<file path="src/rtl/figure_select_ctrl.sv">
// figure_select_ctrl: frame-synchronous cursor/mask controller for the 3x3 VGA figure grid
module figure_select_ctrl #(
  parameter int DWELL_FRAMES = 60,
  parameter int FRAME_LINE = 480
) (
  input  logic       clk,
  input  logic       reset,
  input  logic [9:0] HCount,
  input  logic [9:0] VCount,
  input  logic       btn_up,
  input  logic       btn_down,
  input  logic       btn_left,
  input  logic       btn_right,
  input  logic       btn_toggle,
  input  logic       btn_mode,
  output logic [3:0] cell_idx,
  output logic [8:0] fig_mask,
  output logic       auto_mode,
  output logic       cursor_on
);
  typedef enum logic [2:0] {NONE, UP, DOWN, LEFT, RIGHT, TOGGLE, MODE} cmd_t;
  typedef enum logic {MANUAL, AUTO} state_t;
  state_t state;
  cmd_t pending, cmd;
  logic [1:0] row, col;
  logic [7:0] dwell_cnt;
  logic fs_flag, fs_prev, frame_start, in_cell, on_edge;
  logic [9:0] xl, xr, yt, yb;
  assign frame_start = fs_flag & ~fs_prev;
  assign cell_idx = 4'(row) * 4'd3 + 4'(col);
  assign auto_mode = state == AUTO;
  always_comb begin
    cmd = btn_mode ? MODE : btn_toggle ? TOGGLE : btn_up ? UP : btn_down ? DOWN :
          btn_left ? LEFT : btn_right ? RIGHT : NONE;
    xl = col == 2'd0 ? 10'd0 : col == 2'd1 ? 10'd215 : 10'd429;
    xr = col == 2'd0 ? 10'd211 : col == 2'd1 ? 10'd425 : 10'd639;
    yt = row == 2'd0 ? 10'd0 : row == 2'd1 ? 10'd162 : 10'd323;
    yb = row == 2'd0 ? 10'd157 : row == 2'd1 ? 10'd318 : 10'd479;
    in_cell = HCount >= xl && HCount <= xr && VCount >= yt && VCount <= yb;
    on_edge = HCount <= xl + 10'd2 || HCount >= xr - 10'd2 ||
              VCount <= yt + 10'd2 || VCount >= yb - 10'd2;
  end
  always_ff @(posedge clk) begin
    if (reset) begin
      state <= MANUAL;
      pending <= NONE;
      row <= '0;
      col <= '0;
      dwell_cnt <= '0;
      fig_mask <= 9'h1FF;
      fs_flag <= 1'b0;
      fs_prev <= 1'b0;
      cursor_on <= 1'b0;
    end else begin
      fs_flag <= VCount == 10'(FRAME_LINE) && HCount == 10'd0;
      fs_prev <= fs_flag;
      cursor_on <= in_cell && on_edge;
      if (frame_start || pending == NONE) pending <= cmd;
      if (frame_start) begin
        if (state == MANUAL) begin
          if (pending == UP) row <= row == 2'd0 ? 2'd2 : row - 2'd1;
          if (pending == DOWN) row <= row == 2'd2 ? 2'd0 : row + 2'd1;
          if (pending == LEFT) col <= col == 2'd0 ? 2'd2 : col - 2'd1;
          if (pending == RIGHT) col <= col == 2'd2 ? 2'd0 : col + 2'd1;
          if (pending == TOGGLE) fig_mask[cell_idx] <= ~fig_mask[cell_idx];
          if (pending == MODE) begin
            state <= AUTO;
            dwell_cnt <= '0;
          end
        end else if (pending == MODE) begin
          state <= MANUAL;
          dwell_cnt <= '0;
        end else if (dwell_cnt == 8'(DWELL_FRAMES - 1)) begin
          dwell_cnt <= '0;
          col <= col == 2'd2 ? 2'd0 : col + 2'd1;
          if (col == 2'd2) row <= row == 2'd2 ? 2'd0 : row + 2'd1;
        end else dwell_cnt <= dwell_cnt + 8'd1;
      end
    end
  end
endmodule

</file>
<file path="config.mk">
export PLATFORM = sky130hd
export DESIGN_NAME = figure_select_ctrl
export DESIGN_NICKNAME = d
export VERILOG_FILES = /design/src/rtl/figure_select_ctrl.sv
export SDC_FILE = /design/constraint.sdc
export NUM_CORES = 1
export LEC_CHECK = 0
export ABC_CLOCK_PERIOD_IN_PS = 4000
export CORE_AREA = 2 2 59 88
export DETAILED_ROUTE_END_ITERATION = 16
export DIE_AREA = 0 0 61 90
export PLACE_DENSITY = 0.94
export SYNTH_ARGS = -nofsm -noshare
export SYNTH_HDL_FRONTEND = slang
export SYNTH_SLANG_ARGS = --single-unit
</file>
<file path="constraint.sdc">
create_clock -name clk -period 4 [get_ports clk]
set_input_delay 0.6 -clock clk [delete_from_list [all_inputs] [get_ports clk]]
set_output_delay 0.6 -clock clk [all_outputs]
set_load 0.02 [all_outputs]
</file>
==> impl_metrics.csv, run 1 <==
group,metric,value,unit
placed_design,place_congestion,0.9315,
worst_hold_path,hold_path_end,"fs_prev",
sta,report.final.hold_viol_count,0,
clock_network,cts_root_buf,"clkbuf_8",
setup_path,critical_path_class,"flop to output pin",
sta,post-route-min-period,3.242,ns
yosys,syn_inst,322,
setup_path,worst_setup_path_start_kind,"flop",
global_route,antenna_found_initial,0,
placed_design,placed_area,3152,um2
worst_hold_path,whs_path_depth,1,
yosys,yosysTopAreaCellShare,23.83,%
finish,fin_util,67.56,%
sta,finalSetupViolations,0,
pwr,p_leak,0.001320,uW
global_route,overflow,0,
sta,relSlewSlack,45.47,%
sta,clock.fmax,0.3085,GHz
die,die_h,90,um
clock_network,clockBufferDepth,2,
clock_network,clock_latency,0.28,ns
finish,final_area,3223,um2
placed_design,io_buffers,42,
yosys,yosysTopAreaCell,"ha_1",
die,num_rows,31,
yosys,postSynthAreaPerCell,8.315,um2
clock_network,post-cts-setup-buffers,0,
yosys,synthMuxAreaShare,3.178,%
route,antenna_left,0,
route,wl_per_cell,15.62,um
die,dieArea,5490,um2
setup_path,worstPathMaxFanout,5,
clock_network,ctsHoldBuffers,0,
route,drt-total-wl,6.671,mm
die,core,4771,um2
sta,skew,0.001812,ns
setup_path,r2r_slack,1.07,ns
yosys,synth_ff_type,"dfxtp_1",
global_route,grt_max_degree,23,
yosys,ys_ff_latch,28,
global_route,grt_pass1_wl,10.97,mm
yosys,synth_top_family_by_area,"adder cells",
finish,drive_gt1_share,4.709,%
outcome,outcome,"finished clean",
setup_path,cp.required,3.40,ns
setup_path,r2r_start,"col[1]",
clock_network,cts_tree,"yes",
finish,final_common_cell,"ha_1",
placed_design,dpl.hpwl,5.400,mm
pwr,power_density,199.9,nW/um2
yosys,synth-simple-area-share,24.53,%
yosys,yosys-top-cells-area,"ha_1, dfxtp_1, nor2_1",
pwr,peakVddDrop,0.0002352,V
yosys,synth-edff-count,0,
yosys,syn_area,2678,um2
finish,nets,443,
die,die_w,61,um
route,via_count,2572,
sta,period_share,81.04,%
yosys,synthArstFlopShare,0,%
setup_path,arrival,2.64,ns
route,drtIter0Drc,131,
die,io_pins,43,
clock_network,clkTransAtPathRegs,0.10,ns
worst_hold_path,holdCritPathClass,"flop to flop",
placed_design,pre_cts_slack,1.047,ns
flow_run,drv_cap,0,
placed_design,placed_cells,423,
clock_network,cts_made_buffers,3,
setup_path,end_kind,"output pin",
sta,finalMaxSlewViolations,0,
finish,stdcell_count,427,
worst_hold_path,min-delay-start,"fs_flag",
sta,fin_setup_tns,0,ns
yosys,synth_compound_area_share,19.11,%
yosys,synth-xor-area-share,2.617,%
clock_network,ctsResizeCount,0,
clock_network,clock_sinks,28,
sta,finalWorstSetupSlack,0.7584,ns
yosys,synth_fa_ha_area_share,25.33,%
setup_path,reg2reg_to,"cursor_on",
yosys,seq_area_frac_synth,20.93,%
die,initial_utilization,56.12,%
setup_path,ff2ff_path_depth,10,
yosys,synth_fp_nets,403,
route,viasPerCell,6.023,
finish,area_delta_synth_final,20.37,%
sta,max_slew.worst_pin.slew,0.8154,ns
global_route,grt_pass1_vias,2586,
finish,antenna_cells,0,
sta,rsz0062_at_grt,"false",
yosys,yosys_warnings,0,
finish,layout_common_cells,"ha_1, clkdlybuf4s50_1, nor2_1",
route,post-route-drc-count,0,
global_route,grt_usage,25.24,%
yosys,ys_types,49,
route,detail_route.first_pass.iterations,4,
clock_network,cts_max_level,1,
worst max-delay path, cell delays in order (launching register included):
cell             delay, ns
dfxtp_1               0.39
fa_1                  0.56
ha_1                  0.14
inv_1                 0.05
fa_1                  0.48
inv_1                 0.14
clkdlybuf4s50_1       0.62
per-stage QoR:
| stage | hold WS [ns] | power, uW |
|---|---|---|
| 6_report | 0.5025 | 644.2 |
| 3_5_place_dp | 0.4801 | 423.2 |
| 5_1_grt | 0.5230 | 670.1 |
| 2_1_floorplan | 0.4513 | 365.2 |
| 3_3_place_gp | 0.4682 | 419.0 |
| 4_1_cts | 0.5014 | 643.0 |
registers in the layout, summed over array words and instances (netlist names):
signal     cells
fig_mask       9
dwell_cnt      8
pending        3
col            2
row            2
auto_mode      1
cursor_on      1
fs_flag        1
fs_prev        1
report_power, final:
part	total (uW)	internal, uW	switching [uW]
combinational	130	63.6	66.3
clock	225	134	91.1
sequential	289	282	6.84
total	644	480	164
cells by family after synthesis:
family,after synthesis
buffers and inverters,29
XOR/XNOR,8
multiplexers,6
adder cells (fa/ha/maj),53
AND/OR/NAND/NOR,121
AO/OA/AOI/OAI,76
other,1
flip-flops,28
cells in the mapped netlist, types with 5 or more instances:
cell	n
xnor2_1	5
nand3_1	7
ha_1	51
dfxtp_1	28
nor3_1	10
inv_1	22
a211oi_1	10
a21oi_1	15
a21o_1	5
nand2_1	17
nor2b_1	7
nand2b_1	8
nand4_1	7
clkbuf_1	5
nor2_1	36
o21ai_0	16
o21bai_1	6
nor4_1	5
area by class of cell:
cell class	count	area, um2
multi-input combinational	265	2006
fill	417	1548
sequential	28	560.5
timing repair buffer	42	420.4
inverter	22	82.58
tap	66	82.58
clock buffer	3	41.29
clock inverter	1	30.03
worst max path at each step:
stage              start          end  slack [ns]  depth (start not counted)
2_1_floorplan     row[0]  fig_mask[1]        1.33                          9
3_3_place_gp   HCount[0]    cursor_on        1.11                          9
3_5_place_dp      row[0]  cell_idx[2]        1.05                          6
4_1_cts           row[0]  cell_idx[2]        0.74                          6
5_1_grt           row[0]  cell_idx[2]        0.62                          6
6_report          row[0]  cell_idx[2]        0.76                          6
metal layers:
layer  share of wire, %  track usage, %
met5                  0               0
met4                3.5           11.23
met3                4.2           2.446
met2                 53           46.68
met1                 39           26.97
(Power assumes the default switching activity.)
==> inputs of run 2 (changes only) <==
ABC_CLOCK_PERIOD_IN_PS = 3100   (was 4000)
CORE_AREA = 2 2 60 91   (was 2 2 59 88)
DIE_AREA = 0 0 62 93   (was 0 0 61 90)
PLACE_DENSITY = 0.9   (was 0.94)
clock period = 3.1 ns   (was 4 ns; I/O delays follow)
==> impl_metrics.csv, run 2 (synthesis results as in run 1) <==
group,metric,value,unit
flow_run,drv_cap,0,
die,core,5005,um2
placed_design,io_buffers,42,
global_route,grt_usage,24.29,%
pwr,power_density,255.7,nW/um2
clock_network,clkTransAtPathRegs,0.10,ns
sta,period_share,92.26,%
route,via_count,2611,
finish,area_delta_synth_final,21.64,%
clock_network,cts_made_buffers,3,
setup_path,critical_path_class,"flop to output pin",
sta,relSlewSlack,63.62,%
sta,fin_setup_tns,0,ns
finish,drive_gt1_share,5.753,%
finish,final_common_cell,"ha_1",
pwr,p_leak,0.001362,uW
route,detail_route.first_pass.iterations,4,
finish,layout_common_cells,"ha_1, clkdlybuf4s50_1, nor2_1",
sta,finalSetupViolations,0,
sta,skew,0.01137,ns
worst_hold_path,min-delay-start,"fs_flag",
sta,post-route-min-period,2.860,ns
placed_design,placed_area,3184,um2
placed_design,dpl.hpwl,5.358,mm
clock_network,clockBufferDepth,2,
clock_network,post-cts-setup-buffers,0,
setup_path,reg2reg_to,"cursor_on",
setup_path,ff2ff_path_depth,10,
worst_hold_path,hold_path_end,"fs_prev",
setup_path,cp-startpoint,"row[0]",
finish,regArea,560.5,um2
route,antenna_left,0,
sta,fin_hold_ws,0.5042,ns
finish,final_area,3257,um2
setup_path,r2r_start,"col[1]",
clock_network,clock_latency,0.28,ns
setup_path,cp.required,2.63,ns
finish,n_fill_cell,418,
worst_hold_path,whs_path_depth,1,
outcome,outcome,"finished clean",
global_route,antenna_found_initial,0,
finish,antenna_cells,0,
placed_design,placed_cells,429,
global_route,grt_max_degree,23,
clock_network,clock_sinks,28,
route,viasPerCell,6.030,
setup_path,arrival,2.40,ns
global_route,grt_pass1_wl,10.87,mm
placed_design,place_congestion,0.9581,
die,die_w,62,um
route,post-route-drc-count,0,
finish,largestRegisters,"fig_mask x9, dwell_cnt x8, pending x3",
die,io_pins,43,
worst_hold_path,holdCritPathClass,"flop to flop",
finish,largest_reg_flops,9,
global_route,grt_pass1_vias,2583,
setup_path,worst_setup_path_start_kind,"flop",
clock_network,ctsHoldBuffers,0,
setup_path,worstPathMaxFanout,5,
sta,max_slew.worst_pin.slew,0.5407,ns
sta,rsz0062_at_grt,"false",
die,num_rows,32,
die,dieArea,5766,um2
finish,stdcell_count,433,
sta,finalMaxSlewViolations,0,
setup_path,end_kind,"output pin",
global_route,overflow,0,
setup_path,r2r_slack,0.25,ns
clock_network,cts_root_buf,"clkbuf_8",
pwr,peakVddDrop,0.0002403,V
die,die_h,93,um
route,wl_per_cell,15.48,um
finish,multi_input_area,2006,um2
die,initial_utilization,53.50,%
route,drtIter0Drc,191,
finish,largest-register,"fig_mask",
sta,report.final.hold_viol_count,0,
clock_network,cts_tree,"yes",
finish,nets,447,
clock_network,cts_max_level,1,
route,drt-total-wl,6.704,mm
sta,clock.fmax,0.3496,GHz
[run 2: changes by cell type in the layout (fill, tap and decap cells not counted)]
cell             before  now
buf_4                 0    4
clkdlybuf4s50_1      42   40
dlygate4sd2_1         0    1
dlymetal6s2s_1        0    1
[run 2: metal layers]
metal | vias to the layer above | share of wire (%) | GRT usage, %
met4 | 0 | 5.6 | 13.48
met5 | - | 0 | 0
met3 | 37 | 4.5 | 3.458
met1 | 1208 | 37 | 25.02
li1 | 1263 | - | -
met2 | 103 | 52 | 43.84
[run 2: area by class of cell]
| type | instances | area share, % |
|---|---|---|
| multi-input cells | 265 | 61.58 |
| repair buffers | 46 | 13.87 |
| flip-flops and latches | 28 | 17.21 |
| clock buffers | 3 | 1.268 |
| clock inverters | 1 | 0.9220 |
| well taps | 68 | 2.612 |
| inverters | 22 | 2.536 |
[run 2: worst max-delay path, cell delays in order, from the launching register on]
cell and delay [ns]:
dfxtp_1 0.39, fa_1 0.57, ha_1 0.15, inv_1 0.04, fa_1 0.48, inv_1 0.14
dlygate4sd2_1 0.34
[run 2: per-stage QoR]
step           power (uW)  setup WS [ns]  util (%)
2_1_floorplan       471.2         0.4300         -
3_3_place_gp        541.7         0.3316     63.63
3_5_place_dp        547.1         0.2530     63.63
4_1_cts             835.2        0.04806     65.03
5_1_grt             872.9        0.05340     65.08
6_report            832.8         0.2399     65.08
[run 2: worst max path at each step]
stage	slack [ns]	cells past startpoint	endpoint
after floorplan	0.43	9	fig_mask[1]
after global placement	0.33	6	cell_idx[2]
after detailed placement	0.25	9	fig_mask[2]
after CTS	0.05	6	cell_idx[3]
after global routing	0.05	9	fig_mask[2]
final	0.24	6	cell_idx[2]
[run 2: report_power, final]
part           total, uW  switching [uW]  internal (uW)
registers            373            8.65            364
logic                171            86.6           84.0
clock network        289             116            173
[run 2: what timing repair did]
item | in CTS | in global routing
hold endpoints to repair | 0 | 0
gates resized for setup | 1 | 1
endpoints found under the setup margin | 1 | 1
==> inputs of run 3 (changes only) <==
CORE_AREA = 2 2 66 84   (was 2 2 60 91)
DIE_AREA = 0 0 68 86   (was 0 0 62 93)
PLACE_DENSITY = 0.89   (was 0.9)
==> impl_metrics.csv, run 3 (synthesis results as in run 1) <==
group,metric,value,unit
outcome,outcome,"finished clean",
clock_network,cts_max_level,1,
finish,largest_reg_flops,9,
sta,fin_setup_tns,0,ns
clock_network,clock_sinks,28,
placed_design,pre_cts_slack,0.2962,ns
clock_network,post-cts-setup-buffers,0,
route,wl_per_cell,15.28,um
global_route,grt_pass1_vias,2495,
clock_network,clockBufferDepth,2,
clock_network,clock_latency,0.28,ns
finish,drive_gt1_share,5.769,%
finish,final_area,3228,um2
finish,area_delta_synth_final,20.56,%
flow_run,drv_cap,0,
route,detail_route.first_pass.iterations,4,
sta,period_share,95.33,%
sta,skew,0.005867,ns
clock_network,cts_made_buffers,3,
clock_network,clkTransAtPathRegs,0.10,ns
setup_path,reg2reg_to,"cursor_on",
route,via_count,2536,
route,viasPerCell,5.953,
sta,clock.fmax,0.3384,GHz
clock_network,cts_root_buf,"clkbuf_8",
route,drtIter0Drc,72,
setup_path,arrival,2.49,ns
pwr,peakVddDrop,0.0002521,V
setup_path,r2r_start,"col[1]",
die,initial_utilization,53.47,%
setup_path,cp.required,2.63,ns
sta,relSlewSlack,64.94,%
setup_path,worstPathMaxFanout,5,
die,num_rows,29,
setup_path,end_kind,"output pin",
route,antenna_left,0,
global_route,antenna_found_initial,0,
sta,finalWorstSetupSlack,0.1447,ns
setup_path,ff2ff_path_depth,10,
sta,rsz0062_at_grt,"false",
die,dieArea,5848,um2
route,post-route-drc-count,0,
route,drt-total-wl,6.509,mm
global_route,grt_pass1_wl,10.58,mm
sta,finalSetupViolations,0,
setup_path,cp-startpoint,"row[0]",
worst_hold_path,holdCritPathClass,"flop to flop",
finish,layout_common_cells,"ha_1, clkdlybuf4s50_1, nor2_1",
setup_path,r2r_slack,0.34,ns
setup_path,endpoint,"cell_idx[3]",
global_route,overflow,0,
global_route,grt_max_degree,23,
die,die_w,68,um
pwr,p_leak,0.001347,uW
setup_path,worst_setup_path_start_kind,"flop",
pwr,power_density,238.7,nW/um2
sta,finalMaxSlewViolations,0,
clock_network,cts_tree,"yes",
finish,largestRegisters,"fig_mask x9, dwell_cnt x8, pending x3",
placed_design,io_buffers,42,
die,die_h,86,um
sta,post-route-min-period,2.955,ns
placed_design,dpl.hpwl,5.223,mm
placed_design,placed_area,3169,um2
global_route,grt_usage,23.12,%
die,io_pins,43,
finish,largest-register,"fig_mask",
placed_design,place_congestion,0.9222,
die,core,5007,um2
sta,max_slew.worst_pin.slew,0.5214,ns
finish,antenna_cells,0,
sta,report.final.hold_viol_count,0,
setup_path,critical_path_class,"flop to output pin",
finish,final_common_cell,"ha_1",
finish,nets,446,
run 3: worst min path at each step:
| stage | from | to | slack [ns] | cells after the start |
|---|---|---|---|---|
| after floorplan | fs_flag | fs_prev | 0.45 | 1 |
| after global placement | fs_flag | fs_prev | 0.47 | 1 |
| after detailed placement | fs_flag | fs_prev | 0.47 | 1 |
| after CTS | fs_flag | fs_prev | 0.49 | 1 |
| after global routing | fs_flag | fs_prev | 0.50 | 1 |
| final | fs_flag | fs_prev | 0.50 | 1 |
run 3: where the power goes:
group	switching, uW	leakage [uW]	total (uW)	internal, uW
Combinational	84.3	0.00109	168	83.7
Clock	116	0.0000288	230	114
Sequential	8.34	0.000227	372	364
run 3: timing repair:
| item | CTS | global route |
|---|---|---|
| endpoints found under the setup margin | 1 | 1 |
| hold buffers | 0 | 0 |
| resized for setup | 1 | 1 |
run 3: per-stage QoR:
| stage | instances | utilization [%] | total power [uW] | hold WS [ns] |
|---|---|---|---|---|
| floorplan | 322 | - | 471.2 | 0.4513 |
| global placement | 422 | 63.29 | 539.8 | 0.4702 |
| detailed placement | 422 | 63.29 | 546.1 | 0.4700 |
| CTS | 426 | 64.42 | 774.2 | 0.4920 |
| global route | 426 | 64.47 | 808.5 | 0.4999 |
| finish | 426 | 64.47 | 770.5 | 0.4953 |
run 3: final cells by class:
type	instances	area, um2
tap	62	77.57
clock buffer	4	55.05
sequential	28	561.8
timing repair buffer	45	445.4
multi-input combinational	265	2006
inverter	22	82.58
fill	443	1779
run 3: worst max-delay path, stage by stage, from the launching register on:
cell and delay [ns]:
dfxtp_2 0.37, fa_1 0.54, ha_1 0.14, inv_1 0.04, fa_1 0.41, inv_1 0.10
clkdlybuf4s50_1 0.61
run 3: metal layers:
metal | routed length [um] | vias to the layer above | part of all wire (%) | global-route usage (%)
li1 | - | 1263 | - | -
met1 | 2688 | 1180 | 41 | 25.35
met2 | 3302 | 70 | 51 | 42.19
met3 | 262 | 23 | 4.0 | 2.625
met4 | 255 | 0 | 3.9 | 11.64
met5 | 0 | - | 0 | 0
